## src/rtl/spi_slave_regif.sv

```systemverilog
// SPI slave to register-bank bridge; all SPI pins are oversampled in the clk domain.
// Optional sticky frame-error flag is built when SPI_FRAME_ERR_EN is defined.
module spi_slave_regif #(
  parameter int unsigned DATA_W = 8,
  parameter int unsigned ADDR_W = 7,
  parameter bit          CPOL   = 1'b0,
  parameter bit          CPHA   = 1'b0
) (
  input  logic              clk,
  input  logic              reset,
  input  logic              iSPI_SCK,
  input  logic              iSPI_SS_n,
  input  logic              iSPI_MOSI,
  output logic              oSPI_MISO,
  output logic              oSPI_MISO_OE,
  output logic [ADDR_W-1:0] oREG_ADDR,
  output logic [DATA_W-1:0] oREG_WDATA,
  output logic              oREG_WR,
  output logic              oREG_RD,
  input  logic [DATA_W-1:0] iREG_RDATA,
  input  logic              iREG_RVALID,
  output logic              oBUSY,
  output logic              oFRAME_ERR
);

  localparam int unsigned CNT_W  = 6;
  localparam int unsigned CMD_W  = 8;

  typedef enum logic [1:0] {IDLE, CMD, WDATA, RDATA} stateT;

  // 2-FF synchronisers followed by one edge-detect stage
  logic [1:0] sckSync, ssSync, mosiSync;
  logic       sckPrev, ssPrev;

  always_ff @(posedge clk) begin
    if (reset) begin
      sckSync  <= {CPOL, CPOL};
      ssSync   <= 2'b11;
      mosiSync <= 2'b00;
      sckPrev  <= CPOL;
      ssPrev   <= 1'b1;
    end else begin
      sckSync  <= {sckSync[0], iSPI_SCK};
      ssSync   <= {ssSync[0], iSPI_SS_n};
      mosiSync <= {mosiSync[0], iSPI_MOSI};
      sckPrev  <= sckSync[1];
      ssPrev   <= ssSync[1];
    end
  end

  logic sckRise, sckFall, sampleEdge, shiftEdge;
  logic ssHigh, ssFall, mosiBit;

  assign sckRise    = sckSync[1] & ~sckPrev;
  assign sckFall    = ~sckSync[1] & sckPrev;
  assign sampleEdge = (CPOL ^ CPHA) ? sckFall : sckRise;
  assign shiftEdge  = (CPOL ^ CPHA) ? sckRise : sckFall;
  assign ssHigh     = ssSync[1];
  assign ssFall     = ssPrev & ~ssSync[1];
  assign mosiBit    = mosiSync[1];

  stateT             state, stateNxt;
  logic [CNT_W-1:0]  bitCnt, cntNxt;
  logic [DATA_W-2:0] rxShift, rxNxt;
  logic [DATA_W-1:0] txShift, txNxt;
  logic [DATA_W-1:0] holdReg, holdNxt;
  logic              holdValid, holdValidNxt;
  logic              rdPend, rdPendNxt;
  logic [ADDR_W-1:0] addrNxt;
  logic [DATA_W-1:0] wdataNxt;
  logic              wrNxt, rdNxt;
  logic [CMD_W-1:0]  cmdByte;
  logic [DATA_W-1:0] dataWord;

`ifdef SPI_FRAME_ERR_EN
  logic ssRise, frameErr, errNxt;
  assign ssRise = ~ssPrev & ssSync[1];
`endif

  // next-state and registered-output logic
  always_comb begin
    stateNxt     = state;
    cntNxt       = bitCnt;
    rxNxt        = rxShift;
    txNxt        = txShift;
    holdNxt      = holdReg;
    holdValidNxt = holdValid;
    rdPendNxt    = 1'b0;
    addrNxt      = oREG_ADDR;
    wdataNxt     = oREG_WDATA;
    wrNxt        = 1'b0;
    rdNxt        = rdPend;
    cmdByte      = {rxShift[CMD_W-2:0], mosiBit};
    dataWord     = {rxShift, mosiBit};

    // a response arriving with the request belongs to that request
    if (iREG_RVALID) begin
      holdNxt      = iREG_RDATA;
      holdValidNxt = 1'b1;
    end else if (oREG_RD) begin
      holdValidNxt = 1'b0;
    end

    if (oREG_WR) addrNxt = oREG_ADDR + ADDR_W'(1);

    case (state)
      IDLE: begin
        cntNxt = '0;
        rxNxt  = '0;
        txNxt  = '0;
        if (ssFall) stateNxt = CMD;
      end
      CMD: begin
        if (sampleEdge) begin
          rxNxt = dataWord[DATA_W-2:0];
          if (bitCnt == CNT_W'(CMD_W - 1)) begin
            cntNxt  = '0;
            addrNxt = cmdByte[ADDR_W-1:0];
            if (cmdByte[CMD_W-1]) begin
              stateNxt = WDATA;
            end else begin
              stateNxt = RDATA;
              rdNxt    = 1'b1;
            end
          end else begin
            cntNxt = bitCnt + CNT_W'(1);
          end
        end
      end
      WDATA: begin
        if (sampleEdge) begin
          rxNxt = dataWord[DATA_W-2:0];
          if (bitCnt == CNT_W'(DATA_W - 1)) begin
            cntNxt   = '0;
            wdataNxt = dataWord;
            wrNxt    = 1'b1;
          end else begin
            cntNxt = bitCnt + CNT_W'(1);
          end
        end
      end
      RDATA: begin
        // first shift edge of a word reloads from the holding register
        if (shiftEdge) begin
          if (bitCnt == '0) txNxt = holdValid ? holdReg : '0;
          else              txNxt = {txShift[DATA_W-2:0], 1'b0};
        end
        if (sampleEdge) begin
          if (bitCnt == CNT_W'(DATA_W - 1)) begin
            cntNxt    = '0;
            addrNxt   = oREG_ADDR + ADDR_W'(1);
            rdPendNxt = 1'b1;
          end else begin
            cntNxt = bitCnt + CNT_W'(1);
          end
        end
      end
      default: stateNxt = IDLE;
    endcase

    // deselect aborts the frame from anywhere, dropping any partial word
    if (ssHigh) begin
      stateNxt  = IDLE;
      cntNxt    = '0;
      txNxt     = '0;
      rdPendNxt = 1'b0;
    end

`ifdef SPI_FRAME_ERR_EN
    errNxt = frameErr;
    if (ssFall)
      errNxt = 1'b0;
    else if (ssRise && (bitCnt != '0 || state == CMD))
      errNxt = 1'b1;
    else if (state == RDATA && shiftEdge && !ssHigh && bitCnt == '0 && !holdValid)
      errNxt = 1'b1;
`endif
  end

  always_ff @(posedge clk) begin
    if (reset) begin
      state        <= IDLE;
      bitCnt       <= '0;
      rxShift      <= '0;
      txShift      <= '0;
      holdReg      <= '0;
      holdValid    <= 1'b0;
      rdPend       <= 1'b0;
      oREG_ADDR    <= '0;
      oREG_WDATA   <= '0;
      oREG_WR      <= 1'b0;
      oREG_RD      <= 1'b0;
      oSPI_MISO    <= 1'b0;
      oSPI_MISO_OE <= 1'b0;
      oBUSY        <= 1'b0;
`ifdef SPI_FRAME_ERR_EN
      frameErr     <= 1'b0;
`endif
    end else begin
      state        <= stateNxt;
      bitCnt       <= cntNxt;
      rxShift      <= rxNxt;
      txShift      <= txNxt;
      holdReg      <= holdNxt;
      holdValid    <= holdValidNxt;
      rdPend       <= rdPendNxt;
      oREG_ADDR    <= addrNxt;
      oREG_WDATA   <= wdataNxt;
      oREG_WR      <= wrNxt;
      oREG_RD      <= rdNxt;
      oSPI_MISO    <= txNxt[DATA_W-1];
      oSPI_MISO_OE <= ~ssHigh;
      oBUSY        <= ~ssHigh;
`ifdef SPI_FRAME_ERR_EN
      frameErr     <= errNxt;
`endif
    end
  end

`ifdef SPI_FRAME_ERR_EN
  assign oFRAME_ERR = frameErr;
`else
  assign oFRAME_ERR = 1'b0;
`endif

endmodule

```

## config.mk

```make
export PLATFORM = sky130hd
export DESIGN_NAME = spi_slave_regif
export DESIGN_NICKNAME = d
export VERILOG_FILES = /design/src/rtl/spi_slave_regif.sv
export SDC_FILE = /design/constraint.sdc
export NUM_CORES = 1
export LEC_CHECK = 0
export ABC_AREA = 0
export CAP_MARGIN = 20
export CORE_MARGIN = 4
export CORE_UTILIZATION = 43
export CTS_BUF_LIST = sky130_fd_sc_hd__clkbuf_4 sky130_fd_sc_hd__clkbuf_8
export CTS_CLUSTER_SIZE = 40
export DETAILED_ROUTE_END_ITERATION = 6
export PLACE_DENSITY = 0.75
export REMOVE_ABC_BUFFERS = 1
export SLEW_MARGIN = 5
export SYNTH_ARGS = -nofsm -noshare
export SYNTH_HDL_FRONTEND = slang
export SYNTH_SLANG_ARGS = --single-unit
export TNS_END_PERCENT = 30
```

## constraint.sdc

```tcl
create_clock -name clk -period 5.3 [get_ports clk]
set_input_delay 1.06 -clock clk [delete_from_list [all_inputs] [get_ports clk]]
set_output_delay 1.06 -clock clk [all_outputs]
set_load 0.005 [all_outputs]
```

# After elaboration in Yosys (flattened, before gate mapping)
# Index checks and enable logic that the tools add are counted.
# W data, S select, Z words.
# totals
reg_bits	59
output_inout_bits	21
latch_bits	0
mem_count	0
ram_bits	0
romBits	0
inputBits	14
# classes
reduce_logical	15
add_sub_neg	2
bitwise_logic	8
shifts	0
n_mux	28
n_mul	0
eq_ne	10
div	0
order_cmp	0
# op_table
cell	n
$mux W7	6
$pmux W7 S2	2
$mux W8	3
$pmux W8 S2	1
$mux W6	2
$pmux W6 S2	1
$mux W1	9
$ne A2 B2 Y1 const B	4
$reduce_bool A2 Y1	4
$add A7 B1 Y7 const B	1
$add A6 B1 Y6 const B	1
$eq A6 B3 Y1 const B	1
$logic_not A6 Y1	1
$mux W2	3
$reduce_or A2 Y1	3
$reduce_or A3 Y1	2
$not A1 Y1	5
$eq A2 B2 Y1 const B	2
$ne A2 B1 Y1 const B	2
$pmux W2 S2	1
$reduce_and A2 Y1	2
$reduce_and A4 Y1	1
$and A1 B1 Y1	3
$reduce_and A3 Y1	1
other kinds (2)	2

# Longest topological paths before layout
# Gate-level depths: netlist of the first run.
# depth
depth_word	5
ltp_mapped	7
ltp_nobuf	6

# Worst setup path after synthesis of the first run
# Ideal clock, no wire load.
# synth_timing
path_type	input port to flip-flop
from	input iREG_RVALID
to	register holdReg[0]
setup_slack_ns	3.472
t_required_ns	5.172
t_arrival_ns	1.701
cell_stages	3
setup_time_ns	0.128
cell_sequence	clkbuf_1 > mux2i_1 > nor2_1
# synth_lines
item	line	text
start: declaration	21	input logic iREG_RVALID,
end signal: assignment	204	holdReg <= holdNxt;
end: declaration	66	logic [DATA_W-1:0] holdReg, holdNxt;

# Worst setup path in the final report of the first run
# layout_timing
from	input reset
to	register state[0]
# layout_between
elab_chain_len	1
# layout_rtl
item	line	text
start: declaration	10	input logic reset,
$reduce_or A2 Y1 (no source line)	n/a	
end signal: assignment	200	state <= stateNxt;
end: declaration	62	stateT state, stateNxt;
# Every way passes these cells.
# A chain may end at the register's enable or synchronous reset.

==> results of run 1 <==
==> cells in the final DEF (no fill, tap or decap), types with 3 or more instances in the layout <==
cell type	instances
clkbuf_4	4
a211oi_1	3
clkdlybuf4s50_1	33
o22ai_1	4
or2_2	3
nor2b_1	8
mux2i_1	13
o21ai_0	11
inv_1	9
nand2_1	18
nand3_1	14
a31oi_1	3
nor2_1	33
xor2_1	5
xnor2_1	6
a22oi_1	9
nand2b_1	4
nor4_1	3
ha_1	7
clkbuf_8	10
nand4_1	10
a21oi_1	18
dfxtp_1	59
a21o_1	8
==> critical path, stage by stage <==
cell and delay (ns):
clkdlybuf4s50_1 0.83, nor2_1 0.29, inv_1 0.21, a31o_2 0.26, a21oi_1 0.11
==> kinds of logic (layout without fill, tap and decap cells) <==
group / count (synthesis) / in the layout / share of synthesized area
multiplexers: 14 / 14 / 0.0537
XOR/XNOR: 11 / 11 / 0.0366
flip-flops: 59 / 59 / 0.449
buffers and inverters: 26 / 60 / 0.0471
AO/OA/AOI/OAI: 65 / 65 / 0.161
AND/OR/NAND/NOR: 109 / 109 / 0.218
other: 1 / 1 / 0.00143
adder cells (fa/ha/maj): 7 / 7 / 0.0333
==> layout make-up <==
class                   count  share of cell area
clock buffers              14              0.0527
clock inverters             2              0.0110
inverters                   9              0.0106
multi-input cells         207               0.417
flip-flops and latches     59               0.371
well taps                  75              0.0295
repair buffers             35               0.108
==> Yosys cell counts, types with 2 or more instances <==
cell        n  area (um2)
nor2_1     33         124
nand4_1    10        62.6
mux2i_1    13         130
a21o_1      8        60.1
ha_1        7        87.6
and3_1      2        12.5
a211oi_1    3        22.5
nand3_1    14        70.1
o21ai_0    11        55.1
o22ai_1     4        25.0
a31oi_1     3        18.8
inv_1       9        33.8
a22oi_1     9        67.6
nor4_1      3        18.8
xor2_1      5        43.8
nand2b_1    4        25.0
a21oi_1    18        90.1
xnor2_1     6        52.6
nand2_1    18        67.6
nand3b_1    2        15.0
or3_4       2        22.5
buf_2       3        15.0
nor3_1      2        10.0
buf_4       4        30.0
or2_2       3        18.8
nor2b_1     8        50.1
clkbuf_1    9        33.8
o211a_1     2        20.0
dfxtp_1    59        1180
a2bb2oi_1   2        17.5
==> metal layers <==
metal	global-route usage	part of all wire	vias up
li1	-	-	1092
met5	0	0	-
met3	0.0684	0.055	9
met2	0.281	0.47	50
met4	0.0340	0.013	0
met1	0.200	0.46	1021
==> worst max-delay path by stage <==
stage,end,slack [ns],cells past startpoint,from
floorplan,oREG_ADDR[2],3.57,5,oREG_ADDR[0]
global placement,state[0],2.50,5,reset
detailed placement,state[0],2.43,5,reset
CTS,state[0],2.79,5,reset
global route,rdPend,2.60,4,reset
finish,state[0],2.80,5,reset
==> power by group through the flow <==
stage	clock network [mW]	registers [mW]	logic (mW)
2_1_floorplan	0	0.464	0.0124
3_3_place_gp	0	0.465	0.0304
3_5_place_dp	0	0.465	0.0311
4_1_cts	0.424	0.455	0.0313
5_1_grt	0.448	0.456	0.0345
6_report	0.415	0.455	0.0308
==> sequential cells by signal, summed over array words and instances, names as in the netlist <==
signal and count:
bitCnt 6, holdReg 8, holdValid 1, mosiSync 2, oBUSY 1, oREG_ADDR 7, oREG_RD 1, oREG_WDATA 8
oREG_WR 1, rdPend 1, rxShift 7, sckPrev 1, sckSync 2, ssPrev 1, ssSync 2, state 2
txShift 8
==> stage by stage <==
stage,area [um2],hold WS (ns),instances
after detailed placement,2980,0.397,385
after global routing,3180,0.430,401
after floorplan,2540,0.389,275
final,3180,0.413,401
after CTS,3180,0.412,401
after global placement,2980,0.394,385
==> out/qor.txt, run 1 <==
worst min path class = reg2reg
P_int = 0.718 mW
clock share of power = 0.461
Max rail drop VDD = 296 uV
area of the multi-input gates = 0.00133 mm2
Final setup viols = 0
postcts setup bufs = 0
Post-synth EDFFs = 0
worst hold stages = 1
num rows = 28
die footprint = 0.00743 mm2
hold buffer count at cts = 0
GP Congestion = 0.769
overall routing resource usage = 0.166
mean post-synth cell area = 9.01 um2
total gr overflow = 0
Final Hold Vio Count = 0
diode count = 0
Final Util = 0.538
Leak = 1.12 nW
Cell Area, Synth = 0.00263 mm2
share of cells above drive strength 1 = 0.0859
Rel. slew slack = 0.451
R2R depth = 5
H-tree depth = 3
CTS resizes = 0
worst slew pin tran = 0.821 ns
DR iter-0 viols = 123
vias in the first global route = 2,097
first-pass GRT wire length = 9800 um
crit-path max FO = 25
core area = 0.00592 mm2
Vias/cell = 5.42
Synth warnings = 0
RR Startpoint = oREG_ADDR[0]
worst r2r dst = oREG_ADDR[2]
RSZ-0062 raised after global routing = no
largest net degree at the start of global routing = 26
Setup TNS Final = 0 ns
clk slew on worst S/H paths = 0.06 ns
Area growth, synth to finish = 21.0%
Initial Utilization = 0.444
maximum clock rate = 0.401 GHz
flop2flop setup slack = 3.33 ns
FF+latch count, synth = 59
Sw Share = 0.203
critical path launch point type = input port
root buffer cell = clkbuf_8
worst hold start = ssSync[0]
final worst slack = 2.80 ns
top_reg_cell synth = dfxtp_1
sequential power share = 0.505
Clk Latency, worst-skew pair = 0.33 ns
CP endpoint kind = flip-flop
ys async rst share = 0
skew final = 0.00602 ns
Period minus WS final = 2.50 ns
CTS tree = built
Max Slew Vio Count = 0
Reg area = 0.00118 mm2
initial antenna violation count = 0
CP required = 5.57 ns
Fillers = 541
Num CTS Buffers = 9
Synth Instances = 292
P_sw = 0.183 mW
CP arrival = 2.76 ns
max_cap viols = 0
Max Root-Sink Buffers = 2
Final Power = 0.901 mW
Final #Nets = 342
status = complete, no violations
First-pass DRT Iterations = 4
post-synth cell types = 46
logic gate share of total power = 0.034
Final HPWL DP = 3990 um
chip width = 86.2 um
die height = 86.2 um
hold path endpoint = ssSync[1]
buffers added on ports = 33
CP Class = in2reg
# clock sinks = 59
wire length per cell = 14.2 um
Place WS = 2.43 ns
detailed-route DRC error count = 0
routed wire length = 5710 um
sequential share of the synthesized area = 0.449
I/O Pins = 35
power per cell area = 283 mW/mm2
vias = 2,172
Routed Antenna Nets = 0
period utilization = 0.471
(Power assumes the default switching activity.)
==> inputs of run 2 (changes only) <==
clock period = 2.37 ns   (was 5.3 ns; I/O delays follow)
==> run 2 against run 1 <==
Routed wire length is 2.3% higher. Utilization is 0.85 points higher. Flip-flop and latch count stayed put. Non-clock buffer count is 3 higher. Total power is 130% higher. Clock power is 130% higher. Cell area is 1.6% higher. Sequential share of layout area is 0.57 points lower. First-iteration DRC count is 6.5% lower. Critical path type is now reg2out. Highest routed layer unchanged.
==> out/qor.txt, run 2 (same netlist as run 1, synthesis figures left out) <==
RSZ-0062 raised after global routing = no
wire length per cell = 14.4 um
Final setup viols = 0
largest registers = holdReg: 8 flops, oREG_WDATA: 8 flops, txShift: 8 flops
total gr overflow = 0
First-pass DRT Iterations = 4
die footprint = 0.00743 mm2
max_cap viols = 0
cells along the critical path = clkdlybuf4s50_1
worst slew pin tran = 0.501 ns
chip width = 86.2 um
root buffer cell = clkbuf_8
Max Root-Sink Buffers = 2
largest net degree at the start of global routing = 19
Setup TNS Final = 0 ns
routed wire length = 5840 um
Final Util = 0.546
skew final = 0.00637 ns
Num CTS Buffers = 9
hold buffer count at cts = 0
crit path launch = oREG_ADDR[2]
CP required = 1.90 ns
H-tree depth = 3
Period minus WS final = 1.90 ns
Area growth, synth to finish = 22.9%
I/O Pins = 35
Buf+Inv Stages, Crit Path = 1
initial antenna violation count = 0
overall routing resource usage = 0.172
final non-filler cell total = 404
Final #Nets = 345
worst hold start = ssSync[0]
DP Cell Count = 388
DR iter-0 viols = 115
Final Power = 2.07 mW
Final HPWL DP = 4100 um
period utilization = 0.801
CTS tree = built
Leak = 1.15 nW
vias = 2,202
status = complete, no violations
Rel. slew slack = 0.666
num rows = 28
postcts setup bufs = 0
share of cells above drive strength 1 = 0.0942
crit-path max FO = 9
CP max-delay cell = clkdlybuf4s50_1
core area = 0.00592 mm2
worst min path class = reg2reg
CTS resizes = 0
GP Congestion = 0.832
first-pass GRT wire length = 10,100 um
# clock sinks = 59
maximum clock rate = 0.527 GHz
detailed-route DRC error count = 0
CP arrival = 1.42 ns
commonest cells after routing, fill and taps aside = dfxtp_1 (59), nor2_1 (33), clkdlybuf4s50_1 (33)
buffers added on ports = 33
diode count = 0
Max Slew Vio Count = 0
RR Startpoint = oREG_ADDR[0]
CP Class = reg2out
power per cell area = 639 mW/mm2
Routed Antenna Nets = 0
Initial Utilization = 0.444
vias in the first global route = 2,177
commonest non-fill, non-tap cell in the layout = dfxtp_1
clk slew on worst S/H paths = 0.06 ns
die height = 86.2 um
Vias/cell = 5.45
Final Hold Vio Count = 0
critical path launch point type = flip-flop
max incr delay on CP = 0.57 ns
CP endpoint kind = output port
Max rail drop VDD = 420 uV
Clk Latency, worst-skew pair = 0.33 ns
delay-heaviest family, CP = buffers and inverters
-- run 2: changes by cell type in the layout (fill, tap and decap cells not counted) --
cell and delta:
buf_12 +1, clkinv_2 -1, clkbuf_4 -1, clkbuf_8 +2, buf_4 +2
-- run 2: worst paths after layout --
check | endpoint | slack [ns] | cells after the start
worst max register to register | oREG_ADDR[2] | 0.49 | 5
worst min-delay path | ssSync[1] | 0.43 | 1
worst min register to register | ssSync[1] | 0.43 | 1
worst max-delay path | oREG_ADDR[2] | 0.47 | 1
-- run 2: worst reg2reg max path, cell delays in order, from the launching register on --
cell and delay, ns:
dfxtp_1 0.44, ha_1 0.29, or4b_1 0.45, o21ai_0 0.18
mux2_1 0.34, a31oi_1 0.12
-- run 2: area by class of cell --
class	count	area, um2
clock buffers	15	188
clock inverters	1	30.0
fillers	558	2690
inverters	9	33.8
multi-input cells	207	1330
flip-flops and latches	59	1180
well taps	75	93.8
repair buffers	38	380
-- run 2: per-stage QoR --
step | cell area (um2) | setup slack (ns) | hold slack [ns]
3_3_place_gp | 3020 | 0.480 | 0.394
2_1_floorplan | 2540 | 0.640 | 0.389
4_1_cts | 3230 | 0.459 | 0.426
6_report | 3230 | 0.472 | 0.426
5_1_grt | 3230 | 0.294 | 0.444
3_5_place_dp | 3020 | 0.454 | 0.410
-- run 2: routing by layer --
metal	vias to the layer above	track usage	wire length [um]
met4	0	0.0609	80
met1	1024	0.205	2620
met3	8	0.0732	380
li1	1099	-	-
met5	-	0	0
met2	71	0.276	2750
-- run 2: power breakdown --
part | internal, mW | switching, mW
Combinational | 0.0412 | 0.0317
Sequential | 1.01 | 0.0110
Clock | 0.608 | 0.368
Total | 1.66 | 0.410
==> inputs of run 3 (changes only) <==
clock period = 1.9 ns   (was 2.37 ns; I/O delays follow)
==> run 3 against run 2 <==
Combinational power increased by 28%. Sequential share of layout area decreased by 0.13 points. Hold slack got worse by 0.018 ns. First-iteration DRC count increased by 5.2%. Utilization increased by 0.19 points. Setup slack got worse by 0.36 ns. Total power increased by 17%. Critical path type unchanged.
==> out/qor.txt, run 3 (same netlist as run 1, synthesis figures left out) <==
GP Congestion = 0.830
largest registers = holdReg: 8 flops, oREG_WDATA: 8 flops, txShift: 8 flops
root buffer cell = clkbuf_8
num rows = 28
Area growth, synth to finish = 23.3%
Max rail drop VDD = 505 uV
delay-heaviest family, CP = buffers and inverters
largest net degree at the start of global routing = 33
power per cell area = 746 mW/mm2
wire length per cell = 15.2 um
Leak = 1.17 nW
initial antenna violation count = 0
Max Slew Vio Count = 0
worst slew pin tran = 0.506 ns
vias = 2,233
Final Hold Vio Count = 0
core area = 0.00592 mm2
H-tree depth = 3
max incr delay on CP = 0.57 ns
crit-path max FO = 9
Initial Utilization = 0.444
logic gate share of total power = 0.039
CP max-delay cell = clkdlybuf4s50_1
RSZ-0062 raised after global routing = no
Final setup viols = 0
diode count = 0
CP arrival = 1.41 ns
worst min path class = reg2reg
P_sw = 0.528 mW
clk slew on worst S/H paths = 0.07 ns
postcts setup bufs = 0
sequential power share = 0.525
Vias/cell = 5.45
Sw Share = 0.218
Buf+Inv Stages, Crit Path = 1
commonest cells after routing, fill and taps aside = dfxtp_1 (59), nor2_1 (33), clkdlybuf4s50_1 (33)
vias in the first global route = 2,192
P_int = 1.89 mW
Final HPWL DP = 4300 um
CTS tree = built
detailed-route DRC error count = 0
total gr overflow = 0
buffers added on ports = 33
Period minus WS final = 1.79 ns
final non-filler cell total = 410
Num CTS Buffers = 9
First-pass DRT Iterations = 4
Final #Nets = 351
CTS resizes = 0
cells along the critical path = clkdlybuf4s50_1
Place WS = 0.175 ns
final worst slack = 0.110 ns
Clk Latency, worst-skew pair = 0.34 ns
Rel. slew slack = 0.661
chip width = 86.2 um
I/O Pins = 35
skew final = 0.00762 ns
CP endpoint kind = output port
critical path launch point type = flip-flop
clock share of power = 0.436
maximum clock rate = 0.559 GHz
commonest non-fill, non-tap cell in the layout = dfxtp_1
area of the multi-input gates = 0.00133 mm2
DP Cell Count = 394
die footprint = 0.00743 mm2
finished layout cell area = 0.00324 mm2
Reg area = 0.00118 mm2
period utilization = 0.942
first-pass GRT wire length = 10,400 um
Routed Antenna Nets = 0
Setup TNS Final = 0 ns
DR iter-0 viols = 121
hold buffer count at cts = 0
routed wire length = 6220 um
# clock sinks = 59
CP required = 1.52 ns
Max Root-Sink Buffers = 2
Fillers = 559
status = complete, no violations
DP Area = 0.00306 mm2
max_cap viols = 0
overall routing resource usage = 0.177
share of cells above drive strength 1 = 0.110
die height = 86.2 um
CP Class = reg2out
==> run 3: final timing paths <==
check	start	endpoint	slack [ns]	depth (start not counted)
worst min-delay path	ssSync[0]	ssSync[1]	0.41	1
worst max-delay path	oREG_ADDR[2]	oREG_ADDR[2]	0.11	1
worst max register to register	oREG_ADDR[1]	oREG_ADDR[2]	0.14	5
worst min register to register	ssSync[0]	ssSync[1]	0.41	1
==> run 3: area by class of cell <==
cell class	instances	share of cell area
tap	75	0.0289
multi-input combinational	207	0.409
clock buffer	14	0.0536
clock inverter	2	0.00309
inverter	9	0.0104
sequential	59	0.364
timing repair buffer	44	0.131
==> run 3: through the flow <==
stage	total power, mW	hold slack (ns)	utilization
after floorplan	1.33	0.389	-
after global placement	1.39	0.394	0.517
after detailed placement	1.39	0.401	0.517
after CTS	2.45	0.413	0.548
after global routing	2.52	0.422	0.548
final	2.42	0.408	0.548
==> run 3: power groups by stage <==
stage	Clock [mW]	Combinational (mW)	Sequential, mW
after global routing	1.14	0.104	1.27
after detailed placement	0	0.0941	1.30
after floorplan	0	0.0346	1.29
final	1.06	0.0938	1.27
after global placement	0	0.0919	1.30
after CTS	1.09	0.0952	1.27
==> run 3: metal layers <==
layer / wire (um) / GRT usage / share of wire / vias to the layer above
li1: - / - / - / 1107
met1: 2800 / 0.223 / 0.45 / 1063
met2: 3030 / 0.289 / 0.49 / 56
met3: 346 / 0.0485 / 0.056 / 7
met4: 42 / 0.0637 / 0.0068 / 0
met5: 0 / 0 / 0 / -
